===== src/rtl/guitar_input_conditioner.sv =====
// Guitar controller input conditioning: 2-flop sync + counter debounce per input, strum edge/lockout FSM.
// Optional GUITAR_INPUT_ACTIVE_LOW_EN inverts raw inputs ahead of the synchronizers.
module guitar_input_conditioner #(
  parameter int FRET_W               = 5,
  parameter int DEBOUNCE_CYCLES      = 500000,
  parameter int STRUM_LOCKOUT_CYCLES = 2500000
) (
  input  logic              clk,
  input  logic              reset,
  input  logic              pause,
  input  logic [FRET_W-1:0] raw_buttons,
  input  logic              raw_strum,
  output logic [FRET_W-1:0] buttons_db,
  output logic              strum_db,
  output logic              strum_pulse,
  output logic [FRET_W-1:0] frets_at_strum,
  output logic [15:0]       strum_count,
  output logic [1:0]        fsm_state
);

  localparam int CH   = FRET_W + 1;
  localparam int DB_W = $clog2(DEBOUNCE_CYCLES) + 1;
  localparam int LK_W = $clog2(STRUM_LOCKOUT_CYCLES) + 1;
  localparam logic [DB_W-1:0] DB_LAST = DB_W'(DEBOUNCE_CYCLES - 1);
  localparam logic [LK_W-1:0] LK_LOAD = LK_W'(STRUM_LOCKOUT_CYCLES - 1);

  typedef enum logic [1:0] {
    ST_IDLE    = 2'd0,
    ST_LOCKOUT = 2'd1,
    ST_RELEASE = 2'd2,
    ST_UNUSED  = 2'd3
  } state_t;

  // Channel FRET_W is the strum bar; lower channels are the frets.
  logic [CH-1:0]   raw_vec;
  logic [CH-1:0]   sync1;
  logic [CH-1:0]   sync2;
  logic [CH-1:0]   db;
  logic [DB_W-1:0] db_cnt [CH];

`ifdef GUITAR_INPUT_ACTIVE_LOW_EN
  assign raw_vec = ~{raw_strum, raw_buttons};
`else
  assign raw_vec = {raw_strum, raw_buttons};
`endif

  always_ff @(posedge clk) begin
    if (reset) begin
      sync1 <= '0;
      sync2 <= '0;
    end else begin
      sync1 <= raw_vec;
      sync2 <= sync1;
    end
  end

  // Any single cycle of agreement clears the count, so only a sustained change flips db.
  always_ff @(posedge clk) begin
    if (reset) begin
      db <= '0;
      for (int i = 0; i < CH; i++) db_cnt[i] <= '0;
    end else begin
      for (int i = 0; i < CH; i++) begin
        if (sync2[i] == db[i]) begin
          db_cnt[i] <= '0;
        end else if (db_cnt[i] == DB_LAST) begin
          db[i]     <= sync2[i];
          db_cnt[i] <= '0;
        end else begin
          db_cnt[i] <= db_cnt[i] + DB_W'(1);
        end
      end
    end
  end

  assign buttons_db = db[FRET_W-1:0];
  assign strum_db   = db[FRET_W];

  state_t            state;
  state_t            state_next;
  logic              strum_db_q;
  logic              pause_q;
  logic [LK_W-1:0]   lock_cnt;
  logic [LK_W-1:0]   lock_next;
  logic              pulse_next;
  logic [FRET_W-1:0] frets_next;
  logic [15:0]       count_next;
  logic              strum_rise;

  assign strum_rise = strum_db & ~strum_db_q;
  assign fsm_state  = state;

  always_ff @(posedge clk) begin
    if (reset) begin
      state          <= ST_IDLE;
      strum_db_q     <= 1'b0;
      pause_q        <= 1'b0;
      lock_cnt       <= '0;
      strum_pulse    <= 1'b0;
      frets_at_strum <= '0;
      strum_count    <= '0;
    end else begin
      state          <= state_next;
      strum_db_q     <= strum_db;
      pause_q        <= pause;
      lock_cnt       <= lock_next;
      strum_pulse    <= pulse_next;
      frets_at_strum <= frets_next;
      strum_count    <= count_next;
    end
  end

  // A paused strum still parks in RELEASE so the held bar cannot re-trigger after unpause.
  always_comb begin
    state_next = state;
    lock_next  = lock_cnt;
    pulse_next = 1'b0;
    frets_next = frets_at_strum;
    count_next = strum_count;
    case (state)
      ST_IDLE: begin
        if (strum_rise) begin
          if (!pause_q) begin
            pulse_next = 1'b1;
            frets_next = buttons_db;
            count_next = strum_count + 16'd1;
            lock_next  = LK_LOAD;
            state_next = ST_LOCKOUT;
          end else begin
            state_next = ST_RELEASE;
          end
        end
      end
      ST_LOCKOUT: begin
        if (lock_cnt == '0) state_next = strum_db ? ST_RELEASE : ST_IDLE;
        else                lock_next  = lock_cnt - LK_W'(1);
      end
      ST_RELEASE: begin
        if (!strum_db) state_next = ST_IDLE;
      end
      default: state_next = ST_IDLE;
    endcase
  end

endmodule

===== config.mk =====
export PLATFORM = sky130hd
export DESIGN_NAME = guitar_input_conditioner
export DESIGN_NICKNAME = d
export VERILOG_FILES = /design/src/rtl/guitar_input_conditioner.sv
export SDC_FILE = /design/constraint.sdc
export NUM_CORES = 1
export LEC_CHECK = 0
export CAP_MARGIN = 20
export CORE_ASPECT_RATIO = 2
export CORE_MARGIN = 4
export CORE_UTILIZATION = 55
export DETAILED_ROUTE_END_ITERATION = 16
export PLACE_DENSITY = 0.73
export SYNTH_ARGS = -nofsm -noshare
export SYNTH_HDL_FRONTEND = slang
export SYNTH_SLANG_ARGS = --single-unit

===== constraint.sdc =====
create_clock -name clk -period 2.85 [get_ports clk]
set_input_delay 0.57 -clock clk [delete_from_list [all_inputs] [get_ports clk]]
set_output_delay 0.57 -clock clk [all_outputs]
set_load 0.005 [all_outputs]

==> impl_metrics.ini, run 1 <==
[worst_setup_path]
crit_arrival_ns = 2.97
critPathMaxFanout = 13
critPathCaptureType = flop
startpoint_type = flop
worstSetupPathType = reg2reg
cp.required_ns = 3.15

[floorplan]
rows = 66
fp.dieArea_sq_mm = 0.0187
dieWidth_microns = 98.6
io_pins = 39
core_area_sq_mm = 0.0162
die_y_microns = 189
initial_core_util = 0.558

[clock_tree]
post_cts_buffers = 0
cts.sinks = 187
clk_pin_slew_worst_paths_ns = 0.07
cts_tree = yes
cts_buffers = 17
htree_levels = 4
cts_resized = 0
cts_root_buffer = clkbuf_16
worstSkewPairLatency_ns = 0.42
clockBufferDepth = 2
cts_hold_buffers = 0

[logic_synthesis]
synthAdderAreaFrac = 0.0111
synthArstFlopShare = 0
synth_top_area_share = 0.399
ys_seq_elements = 187
yosys_warnings = 0
synth-main-ff-cell = edfxtp_1
synthSimpleGateAreaFrac = 0.241
ys_seq_area_frac = 0.548
synth_top_family_by_area = simple AND/OR/NAND/NOR gates
synthesis.area_sq_mm = 0.00903
synth_cells = 888
yosys.area_share.xor_xnor = 0.130
synth_cell_types = 47
synth-compound-area-share = 0.0438
synth_edf_count = 120
synthMuxAreaShare = 0.00776
yosysTopAreaCell = edfxtp_1
synth_area_leaders = edfxtp_1, dfxtp_1, nor2_1
syn_avg_cell_area_sq_um = 10.2

[drt]
route.detailed.drc = 0
via_per_inst = 5.13
ant_nets = 0
drt_pass1_iterations = 4
wirelength_mm = 16.5
drt-initial-drc-count = 303
wire_per_inst_microns = 13.0
vias = 6493

[finish]
final_common_cell = nor2_1
syn2layout_area_growth_pct = 17.7
ff_latch_area_sq_mm = 0.00494
drive_above_1_share = 0.0556
postLayoutCellArea_sq_mm = 0.0106
diodes = 0
multi_input_area_sq_mm = 0.00437
fin_nets = 1065
final_cell_mix = nor2_1, edfxtp_1, conb_1, xor2_1, dfxtp_1
fill_cells = 1389
stdcell_count = 1265

[timing]
setup_tns_ns = 0
fin_crit_sh = 0.938
clock.fmax_mhz = 374
slew_viol_final = 0
setup_viol = 0
finClkSkew_ns = 0.00757
grt_setup_unrepaired = false
relSlewSlack = 0.557
period_minus_slack_ns = 2.67
tightest_slew_ns = 0.665
hold_viol_final = 0

[status]
run_status = finished clean

[power]
ir_worst_vdd_v = 0.000406
power_density_mw_per_mm2 = 509
p_leak_uw = 0.00371

[worst_hold_path]
hp-class = reg2reg

[grt]
grt_max_degree = 25
grt_pass1_vias = 6516
grt_overflow = 0
grt_usage = 0.191
antenna_found_initial = 0
grt_first_pass_wirelength_mm = 29.1

[placed_design]
io_buffers = 38
place_inst = 1233
place.gp.congestion = 0.824
dpl_cell_area_sq_mm = 0.0101
place_hpwl_mm = 11.8

[flow_run]
maxCapViolCount = 0
[per-stage QoR]
step	hold slack, ns	setup slack, ns	util	power, uW
after floorplan	0.414	0.533	-	3220
after global placement	0.418	0.204	0.623	3270
after detailed placement	0.428	0.197	0.623	3280
after CTS	0.448	0.180	0.657	5470
after global routing	0.461	0.00497	0.657	5630
final	0.444	0.178	0.657	5410
[flip-flops by register name, summed over array words and instances, names as in the netlist]
| signal | flops |
|---|---|
| db | 6 |
| db_cnt | 120 |
| frets_at_strum | 5 |
| fsm_state | 2 |
| lock_cnt | 23 |
| pause_q | 1 |
| strum_count | 16 |
| strum_db_q | 1 |
| strum_pulse | 1 |
| sync1 | 6 |
| sync2 | 6 |
[Yosys cell counts (2+ instances only)]
library cell and n:
inv_1 17, nor4_1 15, nand3_1 39, nor4bb_1 3
xnor2_1 60, and3_1 12, o21ai_0 13, clkbuf_1 20
buf_1 4, or2_2 6, dfxtp_1 67, or3_2 2
and4_1 8, or4_4 3, nand4_1 39, edfxtp_1 120
a2111oi_2 3, a2111oi_0 2, ha_1 8, mux2i_1 7
or4_1 2, xor2_1 74, nor3_1 20, nand2b_1 5
nor2b_1 15, a311oi_1 2, nand2_1 66, nor4b_1 2
nor2_1 180, and2_1 3, or3_1 23, a211oi_1 4
a21oi_1 30
[cell families (layout without fill, tap and decap cells)]
group           Yosys count  in the layout
simple gates            447            447
fa+ha+maj                 8              8
mux                       7              7
buf+inv                  43             97
compound gates           61             61
xor+xnor                134            134
other cells               1            120
flops                   187            187
[critical path, cell delays in order, from the launching register on]
cell	delay [ns]
dfxtp_1	0.36
or4_4	0.59
or4_4	0.56
o21ai_2	0.55
a2111oi_0	0.25
xnor2_1	0.19
nor2_1	0.05
[report_power, final]
group | switching, uW | leakage [uW] | internal, uW | total [uW]
logic | 103 | 0.00168 | 73.6 | 176
clock network | 1050 | 0.000253 | 1140 | 2190
registers | 84.0 | 0.00178 | 2960 | 3050
total | 1230 | 0.00371 | 4170 | 5410
[cell type report]
type | count | area share
Sequential cell | 187 | 0.465
Multi-Input combinational cell | 777 | 0.411
Timing Repair Buffer | 48 | 0.0424
Clock buffer | 19 | 0.0407
Tap cell | 204 | 0.0240
Clock inverter | 13 | 0.0107
Inverter | 17 | 0.00600
[worst paths after layout]
path / from / to / slack (ns) / depth (start not counted)
worst max-delay path: lock_cnt[12] / lock_cnt[9] / 0.18 / 6
worst min-delay path: sync1[5] / sync2[5] / 0.44 / 1
worst max register to register: lock_cnt[12] / lock_cnt[9] / 0.18 / 6
worst min register to register: sync1[5] / sync2[5] / 0.44 / 1
[per-layer routing]
layer	wire, microns	track usage	vias up
met1	6810	0.219	3051
met2	8810	0.349	94
met4	323	0.0689	0
met3	505	0.0361	21
li1	-	-	3327
met5	0	0	-
(Power assumes the default switching activity.)
==> run 2: changes to the inputs <==
--- a/config.mk
+++ b/config.mk
@@ -8,9 +8,9 @@
 export CAP_MARGIN = 20
 export CORE_ASPECT_RATIO = 2
 export CORE_MARGIN = 4
-export CORE_UTILIZATION = 55
+export CORE_UTILIZATION = 47
 export DETAILED_ROUTE_END_ITERATION = 16
-export PLACE_DENSITY = 0.73
+export PLACE_DENSITY = 0.76
 export SYNTH_ARGS = -nofsm -noshare
 export SYNTH_HDL_FRONTEND = slang
 export SYNTH_SLANG_ARGS = --single-unit
==> constraint.sdc (replaced) <==
create_clock -name clk -period 2.4 [get_ports clk]
set_input_delay 0.48 -clock clk [delete_from_list [all_inputs] [get_ports clk]]
set_output_delay 0.48 -clock clk [all_outputs]
set_load 0.005 [all_outputs]
==> impl_metrics.ini, run 2 (synthesis results as in run 1) <==
[drt]
route.detailed.drc = 0
via_per_inst = 4.96
drt_pass1_iterations = 4
drt-initial-drc-count = 286
wirelength_mm = 16.7
ant_nets = 0
vias = 6577
wire_per_inst_microns = 12.6

[status]
run_status = finished clean

[clock_tree]
worstSkewPairLatency_ns = 0.43
cts.sinks = 187
htree_levels = 4
clockBufferDepth = 2
cts_hold_buffers = 0
cts_root_buffer = clkbuf_16
cts_tree = yes
cts_buffers = 17
clk_pin_slew_worst_paths_ns = 0.07

[timing]
fin_crit_sh = 0.957
finClkSkew_ns = 0.00854
relSlewSlack = 0.663
whs_ns = 0.444
setup_viol = 0
setup_tns_ns = 0
clock.fmax_mhz = 435
period_minus_slack_ns = 2.30
hold_viol_final = 0
slew_viol_final = 0
tightest_slew_ns = 0.493

[worst_setup_path]
cp.required_ns = 2.77
critPathMaxFanout = 8
r2r_start = lock_cnt[15]
startpoint_type = flop
crit_arrival_ns = 2.66
critPathCaptureType = flop
worstSetupPathType = reg2reg
rrSetupSlack_ns = 0.10
worstRegToRegCells = 6
worst_r2r_endpoint = fsm_state[1]

[worst_hold_path]
hold_depth = 1
hp-class = reg2reg
min_from = sync1[3]
holdPathEnd = sync2[3]

[finish]
diodes = 0
drive_above_1_share = 0.0719
fill_cells = 1680
stdcell_count = 1326
largest_reg_flops = 120
final_common_cell = nor2_1
final_util = 0.578
final_cell_mix = nor2_1, edfxtp_1, conb_1, xor2_1, dfxtp_1
postLayoutCellArea_sq_mm = 0.0109
reg_top3 = db_cnt: 120 flops, lock_cnt: 23 flops, strum_count: 16 flops
regMostFlops = db_cnt
syn2layout_area_growth_pct = 20.5
multi_input_area_sq_mm = 0.00439
fin_nets = 1075
ff_latch_area_sq_mm = 0.00494

[floorplan]
fp.dieArea_sq_mm = 0.0216
dieWidth_microns = 106
die_y_microns = 204
io_pins = 39
core_area_sq_mm = 0.0188
rows = 71
initial_core_util = 0.480

[grt]
grt_max_degree = 29
antenna_found_initial = 0
grt_overflow = 0
grt_usage = 0.165
grt_pass1_vias = 6612
grt_first_pass_wirelength_mm = 29.1

[power]
p_clk_frac = 0.435
p_leak_uw = 0.00383
seqPwrFrac = 0.533
pwr-share-comb = 0.032
power_switching_uw = 1480
power_density_mw_per_mm2 = 623
p_sw_frac = 0.218
ir_worst_vdd_v = 0.000395
p_int_uw = 5300

[placed_design]
place_inst = 1292
place_hpwl_mm = 12.1
place.gp.congestion = 0.871
io_buffers = 38
dpl_cell_area_sq_mm = 0.0102

[flow_run]
maxCapViolCount = 0
[run 2: cell count changes in the layout (fill, tap and decap cells not counted), moves of 2 or more]
cell | previous run | this run
clkinvlp_4 | 4 | 0
inv_2 | 0 | 2
clkinv_2 | 0 | 2
clkbuf_1 | 2 | 0
bufinv_16 | 0 | 3
inv_1 | 17 | 15
buf_4 | 10 | 18
[run 2: repair_timing]
| item | in CTS | in global routing |
|---|---|---|
| gates resized for setup | 0 | 8 |
| setup endpoints to repair | 0 | 23 |
| buffers inserted | 0 | 2 |
[run 2: worst max path at each step]
stage / from / end / slack, ns
final: lock_cnt[15] / fsm_state[1] / 0.10
after global placement: db_cnt[4][9] / db_cnt[4][10] / 0.11
after floorplan: db_cnt[4][12] / db_cnt[4][11] / 0.08
after CTS: db_cnt[4][9] / db_cnt[4][16] / 0.07
after detailed placement: db_cnt[4][9] / db_cnt[4][2] / 0.08
after global routing: lock_cnt[8] / lock_cnt[19] / -0.02
[run 2: power by group through the flow]
stage	clock (uW)	combinational, uW	sequential, uW
after global routing	3160	250	3630
after detailed placement	0	207	3690
after CTS	3030	210	3610
after floorplan	0	166	3660
after global placement	0	206	3680
final	2950	214	3610
[run 2: area by class of cell]
class | count | share of cell area
Sequential cell | 187 | 0.454
Inverter | 17 | 0.00586
Clock buffer | 18 | 0.0404
Tap cell | 255 | 0.0293
Timing Repair Buffer | 58 | 0.0498
Multi-Input combinational cell | 777 | 0.404
Clock inverter | 14 | 0.0167
[run 2: per-stage QoR]
| stage | power, uW | setup WS (ns) |
|---|---|---|
| 5_1_grt | 7040 | -0.0175 |
| 4_1_cts | 6850 | 0.0737 |
| 6_report | 6780 | 0.103 |
| 3_5_place_dp | 3890 | 0.0807 |
| 3_3_place_gp | 3890 | 0.114 |
| 2_1_floorplan | 3820 | 0.0831 |
[run 2: metal layers]
layer	vias to the layer above	global-route usage	share of wire	wire length (microns)
met4	0	0.0806	0.028	464
li1	3350	-	-	-
met3	29	0.0326	0.037	619
met5	-	0	0	0
met1	3087	0.183	0.41	6850
met2	111	0.299	0.53	8770
[run 2: critical path, cell delays in order (launching register included)]
cell and delay, ns:
dfxtp_1 0.33, or4_4 0.58, or4_4 0.56, o21a_4 0.27
a2111oi_2 0.29, mux2i_1 0.12, nor2_1 0.09
